**src/rtl/sd_img_responder.sv**
```systemverilog
// Responder side of the sector-level SD handshake: serves 512-byte sector reads/writes
// from a byte-wide image memory and issues the img_mounted/img_size mount notification.
module sd_img_responder #(
  parameter int IMG_AW  = 18,
  parameter int MEM_LAT = 2
) (
  input  logic              clk_sys,
  input  logic              res_n,
  input  logic [31:0]       sd_lba,
  input  logic              sd_rd,
  input  logic              sd_wr,
  output logic              sd_ack,
  output logic [8:0]        sd_buff_addr,
  output logic [7:0]        sd_dout,
  output logic              sd_dout_strobe,
  input  logic [7:0]        sd_din,
  output logic              sd_din_strobe,
  input  logic              mount,
  input  logic [31:0]       mount_size,
  input  logic              wp,
  output logic              img_mounted,
  output logic [31:0]       img_size,
  output logic [IMG_AW-1:0] mem_addr,
  output logic              mem_rd,
  output logic              mem_wr,
  output logic [7:0]        mem_d,
  input  logic [7:0]        mem_q,
  output logic              err
);

  localparam int PW = (MEM_LAT > 1) ? $clog2(MEM_LAT + 1) : 1;
  localparam logic [PW-1:0] PH_RD_LAST = PW'(MEM_LAT);
  localparam logic [PW-1:0] PH_WR_LAST = PW'(1);

  localparam logic [1:0] ST_IDLE = 2'd0;
  localparam logic [1:0] ST_RD   = 2'd1;
  localparam logic [1:0] ST_WR   = 2'd2;

  logic [1:0]        state;
  logic [9:0]        slot;        // byte slot 0..512; slot 512 is the closing cycle
  logic [PW-1:0]     phase;
  logic [IMG_AW-1:0] base_addr;
  logic              in_range;
  logic              wp_q;
  logic              mount_pending;
  logic [7:0]        wr_data;

  logic [40:0]       req_base;
  logic              req_oor;
  logic              take_mount;
  logic [8:0]        mem_idx;

  assign req_base   = {sd_lba, 9'b0};
  assign req_oor    = ({1'b0, req_base} + 42'd512) > {10'b0, img_size};
  assign take_mount = (state == ST_IDLE) && mount_pending;

  assign sd_ack        = (state != ST_IDLE);
  assign sd_din_strobe = (state == ST_WR) && (phase == PH_WR_LAST) && !slot[9];
  assign mem_rd        = (state == ST_RD) && (phase == '0) && !slot[9] && in_range;
  assign mem_wr        = (state == ST_WR) && (phase == '0) && (slot != '0) && in_range && !wp_q;

  // Writes land one slot after the byte was fetched from the initiator buffer.
  assign mem_idx  = (state == ST_WR) ? (slot[8:0] - 9'd1) : slot[8:0];
  assign mem_addr = base_addr + IMG_AW'(mem_idx);
  assign mem_d    = wr_data;

  // NOTE: state is updated only with non-blocking assignments, and the reset branch is
  // asynchronous so every output drops to 0 the moment res_n falls, even mid-transfer.
  always_ff @(posedge clk_sys or negedge res_n) begin
    if (!res_n) begin
      state          <= ST_IDLE;
      slot           <= '0;
      phase          <= '0;
      base_addr      <= '0;
      in_range       <= 1'b0;
      wp_q           <= 1'b0;
      mount_pending  <= 1'b0;
      wr_data        <= '0;
      sd_buff_addr   <= '0;
      sd_dout        <= '0;
      sd_dout_strobe <= 1'b0;
      img_mounted    <= 1'b0;
      img_size       <= '0;
      err            <= 1'b0;
    end else begin
      sd_dout_strobe <= 1'b0;
      img_mounted    <= 1'b0;

      // A fresh pulse always wins, so a mount landing on the take edge is not lost.
      if (mount)
        mount_pending <= 1'b1;
      else if (take_mount)
        mount_pending <= 1'b0;

      case (state)
        ST_IDLE: begin
          if (take_mount) begin
            img_size    <= mount_size;
            err         <= 1'b0;
            img_mounted <= 1'b1;
          end else if (sd_rd || sd_wr) begin
            state        <= sd_rd ? ST_RD : ST_WR;
            base_addr    <= req_base[IMG_AW-1:0];
            in_range     <= !req_oor;
            wp_q         <= wp;
            slot         <= '0;
            phase        <= '0;
            sd_buff_addr <= '0;
            if (req_oor)
              err <= 1'b1;
          end
        end

        ST_RD: begin
          if (slot[9]) begin
            state <= ST_IDLE;
          end else if (phase == PH_RD_LAST) begin
            phase          <= '0;
            slot           <= slot + 10'd1;
            sd_dout        <= in_range ? mem_q : 8'h00;
            sd_dout_strobe <= 1'b1;
            sd_buff_addr   <= slot[8:0];
          end else begin
            phase <= phase + PW'(1);
          end
        end

        ST_WR: begin
          if (slot[9]) begin
            state <= ST_IDLE;
          end else if (phase == PH_WR_LAST) begin
            phase   <= '0;
            slot    <= slot + 10'd1;
            wr_data <= sd_din;
            if (slot[8:0] != 9'd511)
              sd_buff_addr <= slot[8:0] + 9'd1;
          end else begin
            phase <= phase + PW'(1);
          end
        end

        default: state <= ST_IDLE;
      endcase
    end
  end

endmodule

```
**config.mk**
```make
export PLATFORM = sky130hd
export DESIGN_NAME = sd_img_responder
export DESIGN_NICKNAME = d
export VERILOG_FILES = /design/src/rtl/sd_img_responder.sv
export SDC_FILE = /design/constraint.sdc
export NUM_CORES = 1
export LEC_CHECK = 0
export CORE_ASPECT_RATIO = 0.6
export CORE_MARGIN = 10
export CORE_UTILIZATION = 50
export CTS_BUF_LIST = sky130_fd_sc_hd__clkbuf_16
export CTS_CLUSTER_DIAMETER = 80
export DETAILED_ROUTE_END_ITERATION = 7
export PLACE_DENSITY_LB_ADDON = 0.25
export SETUP_SLACK_MARGIN = 0.05
export SYNTH_ARGS = -nofsm -noshare
export SYNTH_HDL_FRONTEND = slang
export SYNTH_SLANG_ARGS = --single-unit
```
**constraint.sdc**
```tcl
create_clock -name clk_sys -period 4.6 [get_ports clk_sys]
set_input_delay 0.69 -clock clk_sys [delete_from_list [all_inputs] [get_ports clk_sys]]
set_output_delay 0.69 -clock clk_sys [all_outputs]
set_load 0.03 [all_outputs]
```
==> results.toml, run 1 <==
[placed_design]
hpwl_um = 12400
pre_cts_slack_ns = 0.635
gp_routability_congestion = 0.896
portBuffers = 167
dp_cells = 825

[worst_setup_path]
slowest_delay_ns = 0.57
worstPathCellList = "clkdlybuf4s50_1 -> ha_1 -> nand3_1 -> nor4_4 -> nand4_1 -> xnor2_1 -> ha_1 -> a21oi_1 -> o21ai_0 -> o21bai_1 -> a221oi_1 -> o21ai_1 -> o311a_1"
crit_arrival_ns = 3.90
critPathKind = "input port to flip-flop"
crit_path_top_delay_cell = "clkdlybuf4s50_1"
cp-start-kind = "input port"
setup.worst_path.end_class = "flip-flop"
crit_fanout = 6
cpMostUsedCell = "ha_1"
worstPathRequired_ns = 4.82

[sta]
fin_crit_sh_pct = 79.9
drv_slew = 0
rsz0062_at_grt = "false"
relSlewSlack_pct = 23.4
finClkSkew_ns = 0.00412
fin_tns_setup_ns = 0
setup_ws_ns = 0.923
worst_pin_slew_ns = 1.15
setup_viol = 0
period_minus_slack_ns = 3.68
hold_violations = 0
clock.fmax_ghz = 0.272

[cts]
cts.repair.resized = 0
cts_tree = "done"
htreeDepth = 3
cts_hold_buf = 0
clk_pin_slew_worst_paths_ns = 0.06
cts_setup_buffers = 0
cts_made_buffers = 9
cts_root_buffer = "clkbuf_16"
worstSkewPairLatency_ns = 0.34
clockBufferDepth = 2
clock_sinks = 86

[logic_synthesis]
ys_async_sr_fraction_pct = 100
synth_seq_cells = 86
yosysSeqAreaShare_pct = 42.2
synthFlopType = "dfrtp_1"
yosys_warnings = 0
synthDistinctLibCells = 59
synthesis.instances = 544
synth_edf_count = 0
netlist_area_um2 = 5100
synth_nets = 662
avgSynthCellArea_um2 = 9.37

[hold_path]
min_path_type = "input port to asynchronous set/reset pin"

[power]
total_power_mw = 4.31
leakagePower_nw = 3.09
powerDensity_nw_per_um2 = 603
vdd_drop_max_mv = 0.459

[finish]
synthToLayoutAreaGrowth_pct = 40.2
stdcell_count = 841
drive_above_1_share_pct = 8.78
final_common_cell = "clkdlybuf4s50_1"
layout.nets = 819
final_cell_mix = "clkdlybuf4s50_1 (166), nand2_1 (87), dfrtp_1 (86)"
diodes = 0
utilization_pct = 72.1
nFillCells = 743

[route]
vias = 4515
drc_errors = 0
avgViaCountPerCell = 5.37
routed_wl_um = 15600
drt-pass1-iter-count = 5
detail_route.wl_per_cell_um = 18.5
postRouteAntennaNets = 0
drt_iter0_markers = 241

[job]
cap_violations = 0

[global_routing]
track_usage_pct = 20.6
antenna_found_initial = 0
grt_pass1_wl_um = 24500
grt_max_degree = 51
grt-ovfl-total = 0
grt_pass1_vias = 4495

[floorplanning]
die-area_um2 = 14800
std_cell_rows = 28
die_h_um = 98.2
die_w_um = 150
io_pins = 168
initial_utilization_pct = 51.4
core_um2 = 9910

[outcome]
status = "complete, no violations"
[cell families (layout without fill, tap and decap cells)]
| kind of cell | Yosys count | count (layout) | synth area share [%] |
|---|---|---|---|
| and+or+nand+nor | 185 | 185 | 18.8 |
| AOI/OAI and AO/OA | 111 | 111 | 13.3 |
| DFF | 86 | 86 | 42.2 |
| buffers and inverters | 64 | 226 | 5.03 |
| xor gates and xnor gates | 36 | 36 | 6.18 |
| adders and majority gates | 32 | 32 | 7.85 |
| muxes | 30 | 30 | 6.58 |
[synth_stat cells, types with 3 or more instances]
master,instances,area share (%)
o21ai_1,31,3.0
nand4_1,10,1.2
nand3_1,15,1.5
dfrtp_1,86,42
inv_1,40,2.9
ha_1,32,7.9
nor4b_1,4,0.69
nor2_1,21,1.5
nand3b_1,3,0.44
and3_1,6,0.74
and4_1,4,0.69
buf_2,7,0.69
nor2b_1,4,0.49
nor3_1,8,0.79
a21oi_1,16,1.6
nand2b_1,6,0.74
nand2_1,87,6.4
xor2_1,16,2.7
clkbuf_1,15,1.1
xnor2_1,20,3.4
mux2_2,27,6.0
o21ai_0,37,3.6
[path summary, 6_finish.rpt]
kind	from	end	slack [ns]	cells after the start
setup reg to reg	state[1]$_DFFE_PN0P_	slot[5]$_DFFE_PN0P_	1.85	7
hold / removal	res_n	mem_d[3]$_DFFE_PN0P_	0.31	1
max in group asynchronous	res_n	sd_buff_addr[8]$_DFFE_PN0P_	3.27	2
min in group clk_sys	sd_buff_addr[2]$_DFFE_PN0P_	sd_buff_addr[2]$_DFFE_PN0P_	0.49	2
setup / recovery	sd_lba[0]	err$_DFFE_PN0P_	0.92	13
hold reg to reg	sd_buff_addr[2]$_DFFE_PN0P_	sd_buff_addr[2]$_DFFE_PN0P_	0.49	2
[metal layers]
| metal | vias up | track usage [%] | part of all wire, % |
|---|---|---|---|
| met3 | 7 | 8.20 | 10 |
| met4 | 0 | 4.32 | 0.42 |
| li1 | 2204 | - | - |
| met1 | 2137 | 27.3 | 46 |
| met5 | - | 0 | 0 |
| met2 | 167 | 31.0 | 44 |
[state kept, by name, summed over array words and instances (netlist names)]
name,count
img_size,32
slot,10
base_addr,9
sd_buff_addr,9
mem_d,8
sd_dout,8
phase,2
state,2
err,1
img_mounted,1
in_range,1
mount_pending,1
sd_dout_strobe,1
wp_q,1
[stage by stage]
stage	hold slack, ns	cell area, µm²
3_3_place_gp	0.469	6850
5_1_grt	0.335	7150
2_1_floorplan	0.394	5100
4_1_cts	0.316	7150
6_report	0.308	7150
3_5_place_dp	0.479	6850
[final cells by class]
type	instances	area (µm²)	share of cell area, %
clock inverter	7	71.3	0.998
timing repair buffer	170	1690	23.7
tap	135	169	2.36
sequential	86	2150	30.1
multi-input combinational	394	2690	37.6
inverter	40	150	2.10
clock buffer	9	225	3.15
[where the power goes]
part	total [mW]	leakage (nW)	switching, mW	internal (mW)
Combinational	2.37	1.87	1.41	0.961
Clock	0.732	0.150	0.309	0.423
Sequential	1.20	1.07	0.172	1.03
Total	4.31	3.09	1.89	2.42
[worst max-delay path: cells and delay by family]
kind                       cells  cell delay (ns)
buffers and inverters          1             0.57
AOI/OAI and AO/OA              6             1.12
and+or+nand+nor                3             0.81
xor gates and xnor gates       1             0.16
adders and majority gates      2             0.53
(Power assumes the default switching activity.)
==> run 2: changes to the inputs <==
--- a/config.mk
+++ b/config.mk
@@ -7,7 +7,7 @@
 export LEC_CHECK = 0
 export CORE_ASPECT_RATIO = 0.6
 export CORE_MARGIN = 10
-export CORE_UTILIZATION = 50
+export CORE_UTILIZATION = 42
 export CTS_BUF_LIST = sky130_fd_sc_hd__clkbuf_16
 export CTS_CLUSTER_DIAMETER = 80
 export DETAILED_ROUTE_END_ITERATION = 7
==> constraint.sdc (replaced) <==
create_clock -name clk_sys -period 3.2 [get_ports clk_sys]
set_input_delay 0.48 -clock clk_sys [delete_from_list [all_inputs] [get_ports clk_sys]]
set_output_delay 0.48 -clock clk_sys [all_outputs]
set_load 0.03 [all_outputs]
==> results.toml, run 2 (synthesis gave the netlist of run 1 again) <==
[outcome]
status = "complete, no violations"

[finish]
top_regs = "img_size: 32 flops, slot: 10 flops"
nFillCells = 1008
largest_reg_flops = 32
layout.nets = 857
diodes = 0
largest-register = "img_size"
drive_above_1_share_pct = 14.5
finalInstanceArea_um2 = 7570
stdcell_count = 909
synthToLayoutAreaGrowth_pct = 48.6
final_cell_mix = "clkdlybuf4s50_1 (154), nand2_1 (87), dfrtp_1 (86)"
final_common_cell = "clkdlybuf4s50_1"

[worst_setup_path]
crit_fanout = 5
cp-start-kind = "input port"
cp-startpoint = "sd_lba[8]"
crit_family = "buffers and inverters"
r2r_end = "sd_buff_addr[6]$_DFFE_PN0P_"
critPathKind = "input port to flip-flop"
r2r-start = "slot[0]$_DFFE_PN0P_"
worstPathCellList = "clkdlybuf4s50_1 -> nand4_4 -> buf_4 -> nor4_4 -> buf_4 -> nand2_1 -> xnor2_1 -> ha_1 -> nand4_1 -> nor3_2 -> nand4_1 -> o22ai_1 -> o21ai_1 -> o311a_1"
crit_path_top_delay_cell = "clkdlybuf4s50_1"
worstPathRequired_ns = 3.42
crit_arrival_ns = 3.30
rrSetupSlack_ns = 0.50
setup.worst_path.end_class = "flip-flop"
worst-path-buf-inv = 3
slowest_delay_ns = 0.54
rr_worst_depth = 9

[sta]
rsz0062_at_grt = "true"
clock.fmax_ghz = 0.325
relSlewSlack_pct = 26.2
fin_crit_sh_pct = 96.2
worst_pin_slew_ns = 1.11
hold_violations = 0
period_minus_slack_ns = 3.08
drv_slew = 0
finClkSkew_ns = 0.00822
setup_viol = 0

[job]
cap_violations = 0

[route]
detail_route.wl_per_cell_um = 17.9
postRouteAntennaNets = 0
routed_wl_um = 16300
drt_iter0_markers = 302
vias = 4726
drc_errors = 0
drt-pass1-iter-count = 4
avgViaCountPerCell = 5.20

[cts]
clk_pin_slew_worst_paths_ns = 0.07
worstSkewPairLatency_ns = 0.34
cts_root_buffer = "clkbuf_16"
cts_made_buffers = 9
clock_sinks = 86
htreeDepth = 3
clockBufferDepth = 2
cts_tree = "done"

[power]
leakagePower_nw = 3.40
powerDensity_nw_per_um2 = 834
vdd_drop_max_mv = 0.539

[global_routing]
track_usage_pct = 18.9
grt_pass1_wl_um = 26300
grt_pass1_vias = 4903
antenna_found_initial = 0
grt_max_degree = 87
grt-ovfl-total = 0

[floorplanning]
std_cell_rows = 31
io_pins = 168
core_um2 = 11900
initial_utilization_pct = 42.7
die_w_um = 162
die-area_um2 = 17100
die_h_um = 105

[placed_design]
gp_routability_congestion = 0.943
place_area_um2 = 7160
portBuffers = 167
dp_cells = 891
hpwl_um = 12800

[hold_path]
min_path_type = "input port to asynchronous set/reset pin"
run 2: area by class of cell:
class	count	area [µm²]	area share [%]
clock buffers	9	225	2.97
clock inverters	7	77.6	1.02
inverters	40	150	1.98
multi-input cells	394	2760	36.4
flip-flops and latches	86	2150	28.4
well taps	165	206	2.73
repair buffers	208	2000	26.4
run 2: power by group:
part	switching, mW	internal, mW	leakage [nW]
logic	2.07	1.43	2.19
registers	0.242	1.48	1.07
clock network	0.473	0.615	0.147
total	2.79	3.53	3.40
run 2: worst reg2reg max path: cells and delay by family, from the launching register on:
kind                       cells  cell delay, ns
buffers and inverters          1            0.21
AOI/OAI and AO/OA              2            0.63
adders and majority gates      2            0.40
and+or+nand+nor                4            0.90
DFF                            1            0.46
run 2: per-stage QoR:
step | hold WS [ns] | worst slack [ns] | util (%) | TNS, ns | total power [mW]
6_report | 0.336 | 0.120 | 63.4 | 0 | 6.32
5_1_grt | 0.445 | 0.0412 | 63.4 | 0 | 6.72
4_1_cts | 0.390 | 0.0655 | 62.6 | 0 | 6.35
3_5_place_dp | 0.477 | -0.394 | 59.9 | -0.655 | 5.22
3_3_place_gp | 0.470 | -0.189 | 59.9 | -0.277 | 5.12
2_1_floorplan | 0.184 | 0.446 | - | 0 | 3.75
run 2: how the worst max path moves through the flow:
stage,to,cells past startpoint
6_report,err$_DFFE_PN0P_,14
5_1_grt,err$_DFFE_PN0P_,14
3_3_place_gp,err$_DFFE_PN0P_,13
4_1_cts,err$_DFFE_PN0P_,14
3_5_place_dp,err$_DFFE_PN0P_,14
2_1_floorplan,err$_DFFE_PN0P_,12
run 2: repair_timing:
action                     CTS  global route
setup endpoints to repair    3             4
hold endpoints to repair     0             0
gates resized for setup      4            21
pin swaps                    0             6
gates cloned                 0             0
buffers inserted             0             2
hold buffers                 0             0
run 2: routing by layer:
layer	up-vias	routed length [µm]	part of all wire, %	global-route usage (%)
met2	185	7060	43	27.7
met5	-	0	0	0
li1	2271	-	-	-
met1	2253	7340	45	24.9
met4	0	204	1.3	4.08
met3	17	1680	10	8.62
